[src/rtl/bus_arbiter.sv]
// Two-master (imem/dmem), five-slave bus arbiter with address decode and one-at-a-time sequencing.
// Optional slave-wait timeout is compiled in with `define BUS_TIMEOUT_EN.
module bus_arbiter #(
  parameter logic [31:0] ROM_BASE       = 32'h0,
  parameter logic [31:0] ROM_TOP        = 32'h80,
  parameter logic [31:0] PRINT_BASE     = 32'h1000000,
  parameter logic [31:0] PRINT_TOP      = 32'h1000004,
  parameter logic [31:0] CLINT_BASE     = 32'h2000000,
  parameter logic [31:0] CLINT_TOP      = 32'h200C000,
  parameter logic [31:0] CLIC_BASE      = 32'h3000000,
  parameter logic [31:0] CLIC_TOP       = 32'h3005000,
  parameter logic [31:0] BRAM_BASE      = 32'h80000000,
  parameter logic [31:0] BRAM_TOP       = 32'h90000000,
  parameter int unsigned TIMEOUT_CYCLES = 1024
) (
  input  logic         clock,
  input  logic         reset,
  input  logic         imem_valid,
  input  logic [31:0]  imem_addr,
  output logic         imem_ready,
  output logic [31:0]  imem_rdata,
  output logic         imem_error,
  input  logic         dmem_valid,
  input  logic [31:0]  dmem_addr,
  input  logic [31:0]  dmem_wdata,
  input  logic [3:0]   dmem_wstrb,
  output logic         dmem_ready,
  output logic [31:0]  dmem_rdata,
  output logic         dmem_error,
  output logic [4:0]   s_valid,
  output logic         s_instr,
  output logic [31:0]  s_addr,
  output logic [31:0]  s_wdata,
  output logic [3:0]   s_wstrb,
  input  logic [4:0]   s_ready,
  input  logic [159:0] s_rdata
);

  typedef enum logic [1:0] {IDLE, BUSY, ERR, RESP} state_t;

  state_t      state_q, state_d;
  logic        last_dmem_q, last_dmem_d;
  logic        grant_dmem_q, grant_dmem_d;
  logic        instr_q, instr_d;
  logic        error_q, error_d;
  logic [31:0] addr_q, addr_d;
  logic [31:0] wdata_q, wdata_d;
  logic [31:0] rdata_q, rdata_d;
  logic [3:0]  wstrb_q, wstrb_d;
  logic [4:0]  sel_q, sel_d;

  logic        pick_dmem;
  logic [31:0] req_addr;
  logic [3:0]  req_wstrb;
  logic [4:0]  req_hit;
  logic        sel_ready;
  logic [31:0] sel_rdata;
  logic        timeout;

  if (TIMEOUT_CYCLES < 1) begin : g_cfg_check
    $error("bus_arbiter: TIMEOUT_CYCLES must be at least 1");
  end

  // Offset compare: a wrapped (addr - base) for addr < base lands above the region size.
  function automatic logic in_region(input logic [31:0] a, input logic [31:0] b,
                                     input logic [31:0] t);
    return (a - b) < (t - b);
  endfunction

  always_comb begin
    pick_dmem  = dmem_valid && (!imem_valid || !last_dmem_q);
    req_addr   = pick_dmem ? dmem_addr  : imem_addr;
    req_wstrb  = pick_dmem ? dmem_wstrb : '0;
    req_hit[0] = in_region(req_addr, ROM_BASE,   ROM_TOP);
    req_hit[1] = in_region(req_addr, PRINT_BASE, PRINT_TOP);
    req_hit[2] = in_region(req_addr, CLINT_BASE, CLINT_TOP);
    req_hit[3] = in_region(req_addr, CLIC_BASE,  CLIC_TOP);
    req_hit[4] = in_region(req_addr, BRAM_BASE,  BRAM_TOP);
  end

  always_comb begin
    sel_ready = |(s_ready & sel_q);
    sel_rdata = '0;
    for (int unsigned i = 0; i < 5; i++) begin
      if (sel_q[i]) sel_rdata = sel_rdata | s_rdata[32*i +: 32];
    end
  end

`ifdef BUS_TIMEOUT_EN
  localparam int unsigned      CW       = $clog2(TIMEOUT_CYCLES + 1);
  localparam logic [CW-1:0]    CNT_LAST = CW'(TIMEOUT_CYCLES - 1);
  logic [CW-1:0] cnt_q, cnt_d;

  always_comb begin
    cnt_d = '0;
    if (state_q == BUSY && !sel_ready) cnt_d = cnt_q + CW'(1);
  end

  // Expires on the cycle the count would reach TIMEOUT_CYCLES, so s_valid is high exactly that long.
  assign timeout = (state_q == BUSY) && !sel_ready && (cnt_q == CNT_LAST);

  always_ff @(posedge clock) begin
    if (reset) cnt_q <= '0;
    else       cnt_q <= cnt_d;
  end
`else
  assign timeout = 1'b0;
`endif

  always_comb begin
    state_d      = state_q;
    last_dmem_d  = last_dmem_q;
    grant_dmem_d = grant_dmem_q;
    instr_d      = instr_q;
    error_d      = error_q;
    addr_d       = addr_q;
    wdata_d      = wdata_q;
    rdata_d      = rdata_q;
    wstrb_d      = wstrb_q;
    sel_d        = sel_q;
    case (state_q)
      IDLE: begin
        if (imem_valid || dmem_valid) begin
          grant_dmem_d = pick_dmem;
          last_dmem_d  = pick_dmem;
          instr_d      = !pick_dmem;
          addr_d       = req_addr;
          wdata_d      = pick_dmem ? dmem_wdata : '0;
          wstrb_d      = req_wstrb;
          rdata_d      = '0;
          error_d      = 1'b0;
          if (req_hit == '0 || (req_hit[0] && req_wstrb != '0)) begin
            sel_d   = '0;
            state_d = ERR;
          end else begin
            sel_d   = req_hit;
            state_d = BUSY;
          end
        end
      end
      BUSY: begin
        if (sel_ready) begin
          rdata_d = sel_rdata;
          error_d = 1'b0;
          state_d = RESP;
        end else if (timeout) begin
          rdata_d = '0;
          error_d = 1'b1;
          state_d = RESP;
        end
      end
      ERR: begin
        rdata_d = '0;
        error_d = 1'b1;
        state_d = RESP;
      end
      default: state_d = IDLE;
    endcase
  end

  always_ff @(posedge clock) begin
    if (reset) begin
      state_q      <= IDLE;
      last_dmem_q  <= 1'b0;
      grant_dmem_q <= 1'b0;
      instr_q      <= 1'b0;
      error_q      <= 1'b0;
      addr_q       <= '0;
      wdata_q      <= '0;
      rdata_q      <= '0;
      wstrb_q      <= '0;
      sel_q        <= '0;
    end else begin
      state_q      <= state_d;
      last_dmem_q  <= last_dmem_d;
      grant_dmem_q <= grant_dmem_d;
      instr_q      <= instr_d;
      error_q      <= error_d;
      addr_q       <= addr_d;
      wdata_q      <= wdata_d;
      rdata_q      <= rdata_d;
      wstrb_q      <= wstrb_d;
      sel_q        <= sel_d;
    end
  end

  assign s_valid    = (state_q == BUSY) ? sel_q : '0;
  assign s_instr    = instr_q;
  assign s_addr     = addr_q;
  assign s_wdata    = wdata_q;
  assign s_wstrb    = wstrb_q;
  assign imem_ready = (state_q == RESP) && !grant_dmem_q;
  assign dmem_ready = (state_q == RESP) && grant_dmem_q;
  assign imem_rdata = imem_ready ? rdata_q : '0;
  assign imem_error = imem_ready && error_q;
  assign dmem_rdata = dmem_ready ? rdata_q : '0;
  assign dmem_error = dmem_ready && error_q;

endmodule

[config.mk]
export PLATFORM = sky130hd
export DESIGN_NAME = bus_arbiter
export DESIGN_NICKNAME = d
export VERILOG_FILES = /design/src/rtl/bus_arbiter.sv
export SDC_FILE = /design/constraint.sdc
export NUM_CORES = 1
export LEC_CHECK = 0
export ABC_AREA = 1
export CAP_MARGIN = 30
export CORE_AREA = 2 2 158 160
export DETAILED_ROUTE_END_ITERATION = 6
export DIE_AREA = 0 0 160 162
export HOLD_SLACK_MARGIN = 0.03
export SYNTH_ARGS = -nofsm -noshare
export SYNTH_HDL_FRONTEND = slang
export SYNTH_SLANG_ARGS = --single-unit
[constraint.sdc]
create_clock -name clock -period 2 [get_ports clock]
set_input_delay 0.4 -clock clock [delete_from_list [all_inputs] [get_ports clock]]
set_output_delay 0.4 -clock clock [all_outputs]
set_load 0.02 [all_outputs]
# Yosys cells after proc, flatten, opt, wreduce, memory -nomap -nowiden
# Cells that the tools add are included.
# op_classes
addsub	4
multipliers	0
div	0
order_cmp	5
eq_ne	5
n_shift	0
mux	22
bitwise_logic	5
n_reduce_logical	20
# op_table
op	count
32-bit 2-to-1 mux	11
32-bit OR	4
32-bit one-hot mux with 3 select lines	1
32-bit by 26-bit subtractor with 32-bit output (second input constant)	2
32-bit by 15-bit less-than comparator with 1-bit output (second input constant)	1
32-bit by 16-bit less-than comparator with 1-bit output (second input constant)	1
32-bit by 29-bit less-than comparator with 1-bit output (second input constant)	1
32-bit by 3-bit less-than comparator with 1-bit output (second input constant)	1
32-bit by 8-bit less-than comparator with 1-bit output (second input constant)	1
32-bit by 25-bit subtractor with 32-bit output (second input constant)	1
32-bit subtractor (second input constant)	1
5-bit 2-to-1 mux	2
1-bit logical AND	6
2-bit 2-to-1 mux	3
2-bit one-hot mux with 3 select lines	1
5-bit bitwise AND	1
5-bit logical NOT	1
5-bit OR reduction	1
2-bit == test (second input constant)	2
4-bit 2-to-1 mux	1
2-bit inequality test (second input constant)	2
2-bit AND reduction	2
4-bit nonzero test	1
1-bit logical NOT	3
other kinds (7)	10
# word_totals
reg_bits	110
latch_bits	0
ram_bits	0
mem_bits_ro	0
in_bits	269
output_inout_bits	142
wordCells	70
memories	0

# Depth between registers and ports, before layout
# Gate-level depths: netlist (run 1).
# depth
depth_word	11
mapped_depth	18
ltp_nobuf	18

# Worst setup path before layout (run 1)
# No wires, ideal clock.
# synth_timing
path_kind	input to register
from	input dmem_valid
to	register state_q[1]
setup_ns	0.132
arrival_time_ns	1.886
required_ns	1.868
slack_ns	-0.018
stages	17
n_path_buf	2
cell_sequence	buf_2 > nand2_4 > buf_6 > o21ai_2 > ha_1 > nand3b_1 > nand3_1 > nor2_1 > nand3_1 > nor2_1 > nor2_1 > nand2_1 > nand2_1 > nand2_1 > nand2_1 > nand2_1 > a21oi_1
# synth_via
elab_chain_cells	9
# synth_lines
element	line	text
start, declared	23	input logic dmem_valid,
1-bit logical AND	71	pick_dmem = dmem_valid && (!imem_valid || !last_dmem_q);
32-bit 2-to-1 mux	72	req_addr = pick_dmem ? dmem_addr : imem_addr;
32-bit by 25-bit subtractor with 32-bit output, or another cell as far along	67	return (a - b) < (t - b);
32-bit by 3-bit less-than comparator with 1-bit output, or another cell as far along	67	
5-bit logical NOT	132	if (req_hit == '0 || (req_hit[0] && req_wstrb != '0)) begin
1-bit logical OR	132	
2-bit 2-to-1 mux	132	
2-bit 2-to-1 mux	123	if (imem_valid || dmem_valid) begin
2-bit one-hot mux with 3 select lines	121	case (state_q)
end signal, assigned	174	state_q <= state_d;
end, declared	41	state_t state_q, state_d;
# Parallel ways exist; a longest one is shown, timed or not. The select of a mux whose other input is x is not followed.
# A chain may end at the register's enable or synchronous reset.

# Worst setup path after layout (run 1)
# layout_timing
from	input dmem_valid
to	register rdata_q[13]
# layout_via
elab_chain_cells	3
# layout_lines
element	line	text
1-bit logical OR	123	
2-bit inequality test (no source line)	-	
3-bit AND reduction (no source line)	-	
end signal, assigned	181	rdata_q <= rdata_d;
end, declared	48	logic [31:0] rdata_q, rdata_d;
# Every way passes these cells.

==> run summary, run 1 <==
Worst path cell trace: dlygate4sd2_1 > buf_6 > bufbuf_16 > buf_8 > o31ai_1 > buf_4 > nor2_4 > buf_12 > buf_12 > clkbuf_16 > a211oi_1
Core Util, Final: 0.4975
Clock tree buffer depth: 2
Outcome: finished with violations
Met3 usage: 0.06716
Layout Cells excl Fill: 1,857
GRT met2 Usage: 0.3957
CP Launch Type: input port
Comb power frac: 0.518
CTS Root Cell: clkbuf_16
RSZ-0062 raised after global routing: yes
Final ANT Viol Nets: 0
Initial antenna violation count: 4
Yosys reg bits: 110
Clock sink count: 110
Hold buffer count at cts: 0
Clk pwr share: 0.183
DR vias: 8,401
Clock Latency Late Sink: 0.36 ns
Int Power: 6.191 mW
Routed wire length: 30.34 mm
Final period util: 1.012
Gpl congestion: 0.8462
Synthesis-to-finish area growth: 88.05%
Grt ovf: 0
Die width: 160 um
Pwr Density: 846.4 nW/um^2
Worst-path fanout max: 10
Unique cell type count in the Yosys netlist: 27
Grt peak-use layer: met2
Final Skew: 0.01363 ns
IO Port Bufs: 410
Critical path endpoint category: flop
Slew Viols, Final: 0
Worst Slack Setup Final: -0.02396 ns
Vias in the first global route: 8,277
Worst vdd ir: 0.5061 mV
Actual slew at the worst max-slew pin: 0.4263 ns
Dpl cells: 1,817
Tot GR Track Use: 0.2224
Layout cell share with drive strength beyond 1: 0.1714
# H-tree levels: 3
Initial Util: 0.2646
Global-route wire length before repair: 45.38 mm
Min-Delay Path Class: reg2reg
Fraction of power spent switching nets: 0.3901
Fmax: 494.1 MHz
Drt drc: 0
Core Region: 24,110 um^2
Filler cell count: 2,512
Crit-path slowest cell: bufbuf_16
Post-DP HPWL: 23.11 mm
Sequential power share: 0.299
Height of the die: 162 um
Yosys warning total: 0
Failing checks: setup timing
CTS Buf Count: 9
Row cnt: 57
Vias/cell: 4.524
Netlist Area Pre-Place: 6377 um^2
Slew margin rel.: 0.7128
Post-synth net total: 1,335
Hold_ws: 0.4604 ns
Max incr delay on CP: 0.27 ns
Sequential area share after synthesis: 0.3453
Critical path type: in2reg
Post-synthesis cell count: 1,059
Max Cap Viol: 0
Tmin final: 2.024 ns
CTS tree: built
Psw: 3.960 mW
Most frequent CP cell: buf_12
Setup violators final: 7
CP arrival: 2.28 ns
Req. time, crit path: 2.26 ns
Clk pin slew, worst setup/hold paths: 0.08 ns
First drt pass iteration count: 7
Leakage: 5.211 nW
Io pins: 411
Largest net degree at the start of global routing: 76
Die ar.: 25,920 um^2
Hold Vio Cnt, Final: 0
Met1 Use GR: 0.2534
Synthesized area per cell: 6.022 um^2
Iteration-0 DRC Markers: 391
WL per Instance: 16.34 um
Fin nets: 1,800
==> critical path, delay by kind of cell <==
family | cells | cell delay [ns]
AO/OA/AOI/OAI | 2 | 0.44
buffers and inverters | 8 | 1.37
AND/OR/NAND/NOR | 1 | 0.05
==> final timing paths <==
path	startpoint	to	slack [ns]	cells past startpoint
worst max-delay path	dmem_valid	rdata_q[13]	-0.02	11
worst min-delay path	s_wdata[27]	s_wdata[27]	0.46	2
worst max register to register	grant_dmem_q	state_q[1]	0	16
worst min register to register	s_wdata[27]	s_wdata[27]	0.46	2
==> through the flow <==
step	setup TNS (ns)	cell area (um^2)	worst slack, ns	total power [mW]
final	-0.06791	11990	-0.02396	10.15
after global routing	-3.026	11990	-0.1588	10.79
after CTS	-0.05652	11830	-0.008177	9.807
after detailed placement	-37.56	11430	-0.6818	7.799
after global placement	-33.74	11430	-0.6427	7.772
after floorplan	0	6380	0.02119	5.321
==> cells in the mapped netlist <==
| cell | n | area share |
|---|---|---|
| nand2_2 | 3 | 0.0029 |
| a22o_1 | 1 | 0.0014 |
| nand2_1 | 380 | 0.22 |
| buf_1 | 3 | 0.0018 |
| a21oi_2 | 1 | 0.0014 |
| o21ai_2 | 1 | 0.0014 |
| ha_1 | 7 | 0.014 |
| nand3b_1 | 14 | 0.016 |
| nand3_1 | 58 | 0.046 |
| nor2_2 | 2 | 0.0020 |
| nand2_4 | 1 | 0.0018 |
| nand4_1 | 3 | 0.0029 |
| a221oi_1 | 1 | 0.0014 |
| nor3_1 | 1 | 0.00078 |
| clkinv_1 | 2 | 0.0012 |
| o21ai_0 | 70 | 0.055 |
| o31ai_1 | 1 | 0.0012 |
| nor2_1 | 132 | 0.078 |
| buf_6 | 6 | 0.011 |
| a21oi_1 | 69 | 0.054 |
| o21ai_1 | 3 | 0.0024 |
| inv_1 | 87 | 0.051 |
| buf_2 | 9 | 0.0071 |
| a211oi_1 | 32 | 0.038 |
| dfxtp_1 | 110 | 0.35 |
| a31oi_1 | 8 | 0.0078 |
| clkbuf_1 | 54 | 0.032 |
==> power by group through the flow <==
stage	Sequential, mW	Clock, mW	Combinational [mW]
finish	3.03	1.86	5.26
global route	3.10	2.01	5.68
CTS	3.03	1.93	4.85
detailed placement	3.06	0	4.74
global placement	3.05	0	4.72
floorplan	3.43	0	1.89
==> metal layers <==
metal	up-vias	share of wire
li1	4297	-
met1	3746	0.41
met2	308	0.49
met3	50	0.079
met4	0	0.028
met5	-	0
==> placed cells by master, fill, tap and decap left out, drive strengths merged, types with 3 or more instances in the layout <==
master,synthesis,routed
ha,7,7
clkdlybuf4s50,0,333
nand3b,14,14
nand4,3,3
o21ai,74,74
buf,18,164
nor2,134,134
nand2,384,386
a211oi,32,32
inv,87,90
a31oi,8,8
clkinv,2,5
dfxtp,110,110
clkbuf,54,32
nand3,58,58
diode,0,4
a21oi,70,70
==> state kept, by name, summed over array words and instances, names as in the netlist <==
register,count
error_q,1
grant_dmem_q,1
rdata_q,32
s_addr,32
s_instr,1
s_wdata,32
s_wstrb,4
sel_q,5
state_q,2
==> kinds of logic after synthesis <==
| logic type | share of synthesized area |
|---|---|
| compound gates | 0.1636 |
| fa+ha+maj | 0.01373 |
| buf+inv | 0.1036 |
| flops | 0.3453 |
| simple gates | 0.3737 |
==> area by class of cell <==
cell class | instances | area [um^2] | share of cell area
antenna | 4 | 10.01 | 0.0008346
clock buffer | 9 | 225.2 | 0.01878
clock inverter | 7 | 76.32 | 0.006364
inverter | 89 | 336.6 | 0.02806
multi-input combinational | 790 | 3754 | 0.3130
sequential | 110 | 2211 | 0.1843
tap | 324 | 405.4 | 0.03380
timing repair buffer | 524 | 4975 | 0.4148
==> repair_timing <==
item	CTS	global route
buffers inserted	8	6
pin swaps	13	19
hold endpoints to repair	0	0
gates resized for setup	265	104
endpoints found under the setup margin	111	108
gates cloned	2	4
Note: power is estimated with default switching activity, not from simulation.
==> run 2: changes to the inputs <==
--- a/config.mk
+++ b/config.mk
@@ -11,6 +11,7 @@
 export DETAILED_ROUTE_END_ITERATION = 6
 export DIE_AREA = 0 0 160 162
 export HOLD_SLACK_MARGIN = 0.03
+export PLACE_DENSITY_LB_ADDON = 0.2
 export SYNTH_ARGS = -nofsm -noshare
 export SYNTH_HDL_FRONTEND = slang
 export SYNTH_SLANG_ARGS = --single-unit
==> run 2 against run 1 <==
  * The flow now finishes without violations
  * Design area fell by 1.3%
  * Count of clock-buffer cells in the layout did not move
  * Flip-flop and latch count did not move
  * Fmax rose by 1.5%
  * Register-to-register slack barely moved
  * Global-route usage fell by 0.52 points
  * Critical path depth rose by 8
  * Clock skew fell by 0.0055 ns
  * Worst hold slack improved by 0.0020 ns
==> run summary, run 2 (synthesized netlist as in run 1, its figures left out) <==
Hold Vio Cnt, Final: 0 (unchanged)
Req. time, crit path: 2.21 ns (-0.05 ns)
Die ar.: 25,920 um^2 (unchanged)
Clock tree buffer depth: 2 (unchanged)
Clock Latency Late Sink: 0.36 ns (about the same)
Critical path type: in2reg
WL per Instance: 16.11 um (-1.4%)
Layout cell share with drive strength beyond 1: 0.1671 (-0.004250)
CTS tree: built
Tmin final: 1.994 ns (-0.02972 ns)
Core Util, Final: 0.4912 (-0.006333)
Largest net degree at the start of global routing: 58 (-24%)
Routed wire length: 29.83 mm (-1.7%)
Fin nets: 1,797 (-0.17%)
Final Skew: 0.008174 ns (-0.005454 ns)
Min-Delay Path Class: reg2reg
Height of the die: 162 um (unchanged)
Grt ovf: 0 (unchanged)
Global-route wire length before repair: 44.37 mm (-2.2%)
Max Cap Viol: 0 (unchanged)
Vias/cell: 4.511 (-0.29%)
Final ANT Viol Nets: 0 (unchanged)
Hold buffer count at cts: 0 (unchanged)
CP arrival: 2.20 ns (-0.08 ns)
Slew margin rel.: 0.5405 (-0.1723)
Setup violators final: 0 (-7)
Slew Viols, Final: 0 (unchanged)
Initial antenna violation count: 2 (-2)
CTS Buf Count: 9 (unchanged)
Die width: 160 um (unchanged)
Row cnt: 57 (unchanged)
Most common cell after layout, fill and taps aside: nand2_1
Worst vdd ir: 0.5391 mV (+6.5%)
Initial Util: 0.2646 (unchanged)
DR vias: 8,354 (-0.56%)
Clk pin slew, worst setup/hold paths: 0.09 ns (about the same)
Tot GR Track Use: 0.2172 (-0.005246)
# H-tree levels: 3 (unchanged)
Hold_ws: 0.4624 ns (+0.002027 ns)
Filler cell count: 2,535 (+0.92%)
Actual slew at the worst max-slew pin: 0.6892 ns (+0.2629 ns)
Leakage: 5.137 nW (-1.4%)
Pwr Density: 828.5 nW/um^2 (-2.1%)
First drt pass iteration count: 4 (-3)
Vias in the first global route: 8,058 (-2.6%)
Io pins: 411 (unchanged)
Commonest non-fill, non-tap cells in the layout: 365 x nand2_1, 334 x clkdlybuf4s50_1, 130 x buf_4
IO Port Bufs: 410 (unchanged)
Gpl congestion: 0.8513 (+0.60%)
Final period util: 0.9971 (-0.01486)
RSZ-0062 raised after global routing: yes
Synthesis-to-finish area growth: 85.66%
Outcome: completed
Iteration-0 DRC Markers: 485 (+24%)
Drt drc: 0 (unchanged)
Clock sink count: 110 (unchanged)
Core Region: 24,110 um^2 (unchanged)
Post-DP HPWL: 22.77 mm (-1.5%)
Fmax: 501.4 MHz (+1.5%)
CP Launch Type: input port
Critical path endpoint category: flop
Worst-path fanout max: 7 (-3)
CTS Root Cell: clkbuf_16
==> run 2: critical path, cell delays in order <==
cell and delay [ns]:
clkdlybuf4s15_1 0.26, nand2_8 0.17, buf_8 0.14, clkbuf_16 0.15, nand3b_1 0.09, nand2_2 0.09
nand2_1 0.05, nor2_1 0.08, nand2_1 0.10, nor2_1 0.14, nand2_1 0.09, nand2_1 0.06
nor2_1 0.04, nand2_1 0.07, nand2_1 0.05, nand2_1 0.05, nand2_1 0.04, nand2_1 0.05
a21oi_1 0.06
==> run 2: power breakdown <==
group	total, mW	internal [mW]	switching [mW]
combinational	4.92	2.33	2.59
sequential	3.02	2.74	0.279
clock	1.87	0.892	0.976
==> run 2: final timing paths <==
check / slack [ns] / endpoint / depth (start not counted) / from
worst max-delay path: 0.006 / state_q[1] / 19 / imem_valid
worst min-delay path: 0.46 / s_wdata[24] / 2 / s_wdata[24]
worst max register to register: 0.006 / state_q[1] / 18 / grant_dmem_q
worst min register to register: 0.46 / s_wdata[24] / 2 / s_wdata[24]
==> run 2: routing by layer <==
layer  vias up  track usage  wire, um
met4         0      0.05938       561
met3        36      0.05312      1876
met2       285       0.3872     15070
met1      3740       0.2608     12330
li1       4293            -         -
met5         -            0         0
==> run 2: cell type report <==
cell class / instances / area, um^2 / share of cell area
Clock buffer: 9 / 225.2 / 0.01902
Clock inverter: 7 / 72.57 / 0.006129
Antenna cell: 2 / 5.005 / 0.0004227
Inverter: 89 / 334.1 / 0.02822
Sequential cell: 110 / 2210 / 0.1866
Multi-Input combinational cell: 790 / 3712 / 0.3135
Timing Repair Buffer: 521 / 4876 / 0.4118
Tap cell: 324 / 405.4 / 0.03424
==> run 2: metrics by stage <==
stage	setup slack [ns]	instance area, um^2	power [mW]	TNS, ns	cells
finish	0.005763	11840	9.809	0	1852
global route	-0.1906	11840	10.47	-1.988	1852
floorplan	0.02119	6380	5.321	0	1059
CTS	0.0006022	11670	9.769	0	1836
global placement	-0.6405	11450	7.788	-15.80	1818
detailed placement	-0.6768	11450	7.805	-18.34	1818
==> run 2: timing repair <==
item / CTS / global route
resized for setup: 244 / 106
endpoints found under the setup margin: 102 / 78
cloned: 0 / 4
setup buffers: 2 / 10
pin swaps: 2 / 20
